--- config.mk ---
export PLATFORM = sky130hd
export DESIGN_NAME = imem_fetch_ctrl
export DESIGN_NICKNAME = d
export VERILOG_FILES = /design/src/rtl/imem_fetch_ctrl.sv
export SDC_FILE = /design/constraint.sdc
export NUM_CORES = 1
export LEC_CHECK = 0
export CAP_MARGIN = 40
export CORE_MARGIN = 1.5
export CORE_UTILIZATION = 40
export CTS_CLUSTER_SIZE = 30
export DETAILED_ROUTE_END_ITERATION = 7
export PLACE_DENSITY = 0.72
export SLEW_MARGIN = 40
export SYNTH_ARGS = -nofsm -noshare
export SYNTH_HDL_FRONTEND = slang
export SYNTH_SLANG_ARGS = --single-unit
--- constraint.sdc ---
create_clock -name clk -period 2.65 [get_ports clk]
set_input_delay 0.53 -clock clk [delete_from_list [all_inputs] [get_ports clk]]
set_output_delay 0.53 -clock clk [all_outputs]
set_load 0.05 [all_outputs]
--- src/rtl/imem_fetch_ctrl.sv ---
// imem_fetch_ctrl
// Instruction-fetch sequencer for a combinational-read instruction memory.
// It owns the program counter, drives the memory address and registers each
// fetched word. Words go to decode over a valid/ready handshake. A branch
// redirect flushes the held word, and the block halts at the end of the program.
//
// Ports:
//   clk, rst_n       clock (rising edge) and asynchronous active-low reset
//   start            pulse; begins fetching at address 0 from IDLE or HALT
//   imem_addr        memory address (this is the pc register)
//   imem_rdata       combinational read data for imem_addr
//   inst_out/inst_pc registered instruction and the address it came from
//   inst_valid       inst_out/inst_pc hold a word for decode
//   inst_ready       decode accepts the word
//   redirect_valid   branch taken: flush and refetch from redirect_target
//   redirect_target  new fetch address
//   halted           program finished
//   redirect_err     sticky; a redirect pointed past LAST_ADDR
//   fetch_count      handshakes completed since start (saturating)
//   fsm_state        current FSM state for observation
//
// Handshake: a word transfers on every rising edge where inst_valid and
// inst_ready are both 1. Once inst_valid is raised, inst_out and inst_pc stay
// stable until that transfer happens or a redirect flushes the word.
`timescale 1ns/1ps
module imem_fetch_ctrl #(
    parameter int                ADDR_W    = 6,
    parameter int                DATA_W    = 32,
    parameter int                LAST_ADDR = 63,
    parameter logic [DATA_W-1:0] HALT_WORD = '0,
    parameter int                CNT_W     = 16
) (
    input  logic              clk,
    input  logic              rst_n,
    input  logic              start,
    output logic [ADDR_W-1:0] imem_addr,
    input  logic [DATA_W-1:0] imem_rdata,
    output logic [DATA_W-1:0] inst_out,
    output logic [ADDR_W-1:0] inst_pc,
    output logic              inst_valid,
    input  logic              inst_ready,
    input  logic              redirect_valid,
    input  logic [ADDR_W-1:0] redirect_target,
    output logic              halted,
    output logic              redirect_err,
    output logic [CNT_W-1:0]  fetch_count,
    output logic [1:0]        fsm_state
);

    typedef enum logic [1:0] {
        IDLE  = 2'd0,
        RUN   = 2'd1,
        DRAIN = 2'd2,
        HALT  = 2'd3
    } state_t;

    localparam logic [ADDR_W-1:0] LAST_PC  = ADDR_W'(LAST_ADDR);
    // One extra bit so a target above LAST_ADDR is detectable at any width.
    localparam logic [ADDR_W:0]   LAST_EXT = (ADDR_W+1)'(LAST_ADDR);

    state_t            state;
    logic [ADDR_W-1:0] pc;
    logic              hs;
    logic              cap;
    logic              bad_target;

    assign hs         = inst_valid & inst_ready;
    // The output slot can take a new word when it is empty or being emptied.
    assign cap        = !inst_valid | inst_ready;
    assign bad_target = {1'b0, redirect_target} > LAST_EXT;
    assign imem_addr  = pc;
    assign fsm_state  = state;

    always_ff @(posedge clk or negedge rst_n) begin
        if (!rst_n) begin
            state        <= IDLE;
            pc           <= '0;
            inst_out     <= '0;
            inst_pc      <= '0;
            inst_valid   <= 1'b0;
            halted       <= 1'b0;
            redirect_err <= 1'b0;
            fetch_count  <= '0;
        end else begin
            // A word taken by decode counts even if a redirect arrives in the
            // same cycle. The start branch below overrides this with a clear.
            if (hs && (fetch_count != '1)) begin
                fetch_count <= fetch_count + CNT_W'(1);
            end

            case (state)
                IDLE, HALT: begin
                    if (start) begin
                        state        <= RUN;
                        pc           <= '0;
                        fetch_count  <= '0;
                        redirect_err <= 1'b0;
                        halted       <= 1'b0;
                    end
                end

                RUN, DRAIN: begin
                    if (redirect_valid) begin
                        inst_valid <= 1'b0;
                        if (bad_target) begin
                            redirect_err <= 1'b1;
                            halted       <= 1'b1;
                            state        <= HALT;
                        end else begin
                            pc    <= redirect_target;
                            state <= RUN;
                        end
                    end else if (state == RUN) begin
                        if (cap) begin
                            if (imem_rdata == HALT_WORD) begin
                                // The end marker is never handed to decode.
                                inst_valid <= 1'b0;
                                state      <= DRAIN;
                            end else begin
                                inst_out   <= imem_rdata;
                                inst_pc    <= pc;
                                inst_valid <= 1'b1;
                                // pc stays on the last address, so it never wraps.
                                if (pc == LAST_PC) begin
                                    state <= DRAIN;
                                end else begin
                                    pc <= pc + ADDR_W'(1);
                                end
                            end
                        end
                    end else begin
                        // DRAIN: wait until the last word has been taken.
                        if (!inst_valid || hs) begin
                            inst_valid <= 1'b0;
                            halted     <= 1'b1;
                            state      <= HALT;
                        end
                    end
                end

                default: state <= IDLE;
            endcase
        end
    end

endmodule
## After elaboration in Yosys (flattened, before gate mapping)

Cells that the tools add are included.

- Bits in registers: 65
- Bits of input ports: 43
- Output and inout port bits: 65
- Word-level logic and storage cells: 75

- Add/subtract/negate cells: 2
- Equal/unequal tests: 17
- Multiplexer cells: 29
- Bitwise operators: 5
- Reduce and logical (&&, ||, !) cells: 14

Operators with widths:

| operator | count |
|---|---|
| two-way mux 16 bit | 3 |
| two-way mux 6 bit | 6 |
| logical NOT 32 bit | 1 |
| adder 16 x 1 -> 16 bit, second input constant | 1 |
| != test 16 bit, second input constant | 1 |
| != test 3 bit, second input constant | 5 |
| two-way mux 2 bit | 7 |
| one-hot mux 6 bit (2 select lines) | 1 |
| two-way mux 1 bit | 10 |
| AND reduction 5 bit | 2 |
| != test 2 bit, second input constant | 4 |
| != test 4 bit, second input constant | 2 |
| AND reduction 4 bit | 2 |
| adder 6 x 1 -> 6 bit, second input constant | 1 |
| equality test 6 bit, second input constant | 1 |
| != test 5 bit, second input constant | 1 |
| equality test 2 bit, second input constant | 2 |
| one-hot mux 2 bit (2 select lines) | 1 |
| OR reduction 2 bit | 2 |
| inverter 1 bit | 3 |
| AND reduction 3 bit | 1 |
| nonzero test 3 bit | 1 |
| equality test 2 x 1 -> 1 bit, second input constant | 1 |
| logical NOT 2 bit | 1 |
| other kinds (7) | 7 |

## Longest topological paths before layout

- Depth in word-level cells: 7
- Mapped depth: 8
- Mapped depth without buffers: 7

## Least setup slack after synthesis

Ideal clock, no wire load.

- Path kind: reg2reg
- Start: register state[0] (netlist: fsm_state[0])
- End: register inst_out[11]
- Setup time: 0.125 ns
- Arrival time: 2.365 ns
- Data required time: 2.525 ns
- Slack: 0.160 ns
- Cell stages (with the launch flop): 9
- Path buffers: 3
- Period minus slack after synthesis: 2.490 ns
- Cell sequence: dfrtp_1 > inv_1 > ha_1 > or2_0 > buf_2 > or3_4 > buf_6 > buf_12 > mux2_4

- Cells in the longest elaborated chain, start to end: 3
- Elaborated cells on any way between the ends: 4
- Those cells by class: eq/ne: 2; reduce/logical: 2

Ends and longest elaborated chain:

| element | RTL line | source |
|---|---|---|
| from (decl) | 61 | `state_t state;` |
| from (signal assigned) | 76 | `state <= IDLE;` |
| from (signal assigned) | 94 | `state <= RUN;` |
| from (signal assigned) | 108 | `state <= HALT;` |
| equality test 2 x 1 -> 1 bit / equality test 2 bit (equally long branches) | 91, 113 |  |
| OR reduction 2 bit | 91 | `case (state)` |
| AND reduction 5 bit (no source line) * | - |  |
| to (signal assigned) | 120 | `inst_out <= imem_rdata;` |
| to (decl) | 38 | `output logic [DATA_W-1:0] inst_out,` |

Mark *: on every way between the ends. The rest lies on a longest branch, timed or not.
A chain may end at the register's enable or synchronous reset.

## Worst setup path after layout

- Start: input port imem_rdata[9]
- End: register inst_out[0]

- Cells in the longest elaborated chain, start to end: 3

Ends and longest elaborated chain:

| element | RTL line | source |
|---|---|---|
| from (decl) | 37 | `input logic [DATA_W-1:0] imem_rdata,` |
| logical NOT 32 bit | 115 | `if (imem_rdata == HALT_WORD) begin` |
| inverter 1 bit (no source line) | - |  |
| AND reduction 5 bit (no source line) | - |  |

Every way passes these cells.

==> flow_metrics.tcl <==
set metrics [dict create \
    status "finished clean" \
    yosysMostFrequentCell "dfrtp_1" \
    clkLatencyLatePin_ns 0.34 \
    synth.area.top_cells "dfrtp_1, mux2_4, mux2_2" \
    initial_core_util_pct 41.85 \
    synth-main-ff-cell "dfrtp_1" \
    cts_buffers 9 \
    cts_tree "done" \
    hold_class "input port to asynchronous set/reset pin" \
    ys_warn_count 0 \
    finalHoldViolations 0 \
    synth_edf_count 0 \
    cts_resized 0 \
    layout-drive-gt1-share_pct 18.85 \
    synth_top_area_cell "dfrtp_1" \
    p_int_w 0.003332 \
    multiInputGateArea_um2 1344 \
    required_ns 2.87 \
    synth_top_area_share_pct 52.20 \
    post_drt_wl_per_cell_um 15.47 \
    diodes 0 \
    grt_pass1_vias 2440 \
    maxCapViolCount 0 \
    fin_setup_tns_ns 0 \
    async_reset_ff_share_pct 100.0 \
    grt_pass1_wl_um 12230 \
    synth_area_per_cell_um2 11.94 \
    synth_cells 257 \
    dp_hpwl_um 5502 \
    final.period_utilization_pct 83.62 \
    p_clk_share_pct 15.4 \
    power.switching_w 0.002703 \
    fp.dieH_um 90.58 \
    port_buffers 106 \
    h-tree-depth 3 \
    area_growth_pct 47.59 \
    finish.utilization_pct 61.77 \
    nets 424 \
    cp_cell_sequence "clkdlybuf4s50_1 > nor4_1 > nand4_1 > nor2_1 > or3_4 > buf_12 > mux2_2" \
    worstPathMaxFanout 11 \
    slew_viol_final 0 \
    fmax_mhz 451.3 \
    rsz0062_at_grt "false" \
    gp_congestion 0.8087 \
    seqCellArea_um2 1602 \
    dieArea_um2 8204 \
    p_leak_nw 1.979 \
    yosys.cell_types.count 42 \
    grt_max_degree 40 \
    slew_headroom_pct 59.78 \
    rr_startpoint "fsm_state[0]$_DFFE_PN0P_" \
    die_x_um 90.58 \
    switching_share_pct 44.79 \
    max_stage_delay_ns 0.44 \
    drtIter0Drc 62 \
    clk_pin_slew_worst_paths_ns 0.08 \
    post_drt_via_cell_ratio 5.141 \
    pin_count 108 \
    drt-pass1-iter-count 4 \
    syn_area_um2 3068 \
    p_comb_share_pct 57.1 \
    post-cts-setup-buffers 0 \
    cts.sinks 64 \
    peakVddDrop_mv 0.6216 \
    syn_nets 304 \
    crit_arrival_ns 2.43 \
    critPathSlowestCell "clkdlybuf4s50_1" \
    setup_violations 0 \
    drc 0 \
    tightest_slew_ns 0.6034 \
    antenna_found_initial 0 \
    fillers 601 \
    grt_use_total_pct 19.06 \
    vias 2473 \
    worstSetupEndpointType "flop" \
    ys_seq_elements 64 \
    power_density_nw_per_um2 1333 \
    clock-root-buffer "clkbuf_8" \
    synth.top_cells.by_count "dfrtp_1, nor2_1, mux2_4" \
    core-area_um2 7331 \
    cts_buffer_depth 2 \
    fin_crit_ns 2.216 \
    rows 31 \
    startpoint_type "input port" \
    cts.hold.buffers_added 0 \
    crit_type "input port to flop" \
    overflow 0 \
    crit_start "imem_rdata[9]" \
    fin_skew_ns 0.01059 \
    power_frac_seq_pct 27.5 \
    drt_wl_total_um 7439 \
    ant_nets 0 \
    ys_seq_area_share_pct 52.20 \
]
-- power groups by stage --
stage | Combinational, W | Sequential (W) | Clock, W
global route | 0.00361 | 0.00172 | 0.000992
global placement | 0.00341 | 0.00165 | 0
detailed placement | 0.00345 | 0.00167 | 0
CTS | 0.00347 | 0.00166 | 0.000947
finish | 0.00345 | 0.00166 | 0.000930
floorplan | 0.00104 | 0.00294 | 0
-- stage by stage --
stage	power [W]	instance area [µm²]	setup slack (ns)	std cells	hold WS [ns]
global placement	0.005067	4307	0.1701	465	0.4873
finish	0.006035	4528	0.4341	481	0.1922
floorplan	0.003977	3068	0.1599	257	0.2344
detailed placement	0.005123	4307	0.09770	465	0.4917
global route	0.006321	4528	0.3604	481	0.2265
CTS	0.006075	4528	0.4282	481	0.2030
-- cells by family after synthesis --
logic type | after synthesis | share of synthesized area [%]
AND/OR/NAND/NOR | 91 | 15.50
flip-flops | 64 | 52.20
multiplexers | 39 | 16.72
AO/OA/AOI/OAI | 25 | 5.261
buffers and inverters | 17 | 3.996
XOR/XNOR | 16 | 4.568
adder cells (fa/ha/maj) | 4 | 1.631
other | 1 | 0.1222
-- flip-flops by register name (all words and copies together), names as in the netlist --
signal       count
inst_out        32
fetch_count     16
imem_addr        6
inst_pc          6
fsm_state        2
halted           1
inst_valid       1
-- critical path: cells and delay by family --
family | cells | cell delay (ns)
AND/OR/NAND/NOR | 4 | 0.98
buffers and inverters | 2 | 0.59
multiplexers | 1 | 0.34
-- final timing paths --
check | endpoint | slack [ns] | depth (start not counted)
worst max register to register | inst_out[29]$_DFFE_PN0P_ | 0.50 | 6
min in group clk | inst_pc[3]$_DFFE_PN0P_ | 0.50 | 1
max in group asynchronous | imem_addr[3]$_DFFE_PN0P_ | 1.83 | 2
worst min register to register | inst_pc[3]$_DFFE_PN0P_ | 0.50 | 1
worst max-delay path | inst_out[0]$_DFFE_PN0P_ | 0.43 | 7
worst min-delay path | fetch_count[11]$_DFF_PN0_ | 0.19 | 1
-- routing by layer --
layer,share of wire (%),GRT usage (%)
met5,0,0
met4,1.6,7.011
met3,6.2,5.556
met2,48,30.39
met1,44,24.54
-- layout by cell type (no fill, tap or decap), drive strengths merged, types with 3 or more instances in the layout --
cell type,count
a21oi,4
a22oi,3
and2,3
and3,4
and4,3
buf,16
clkbuf,11
clkdlybuf4s50,105
dfrtp,64
ha,4
inv,5
mux2,38
nand2,13
nand3,11
nand4,6
nor2,25
nor3,7
nor4,9
o21ai,9
or3,4
xnor2,9
xor2,7
-- area by class of cell --
type,count,area share [%]
Sequential cell,64,35.37
Multi-Input combinational cell,176,29.68
Timing Repair Buffer,121,26.91
Clock buffer,11,3.122
Tap cell,99,2.736
Clock inverter,5,1.768
Inverter,5,0.4145
(Power assumes the default switching activity.)
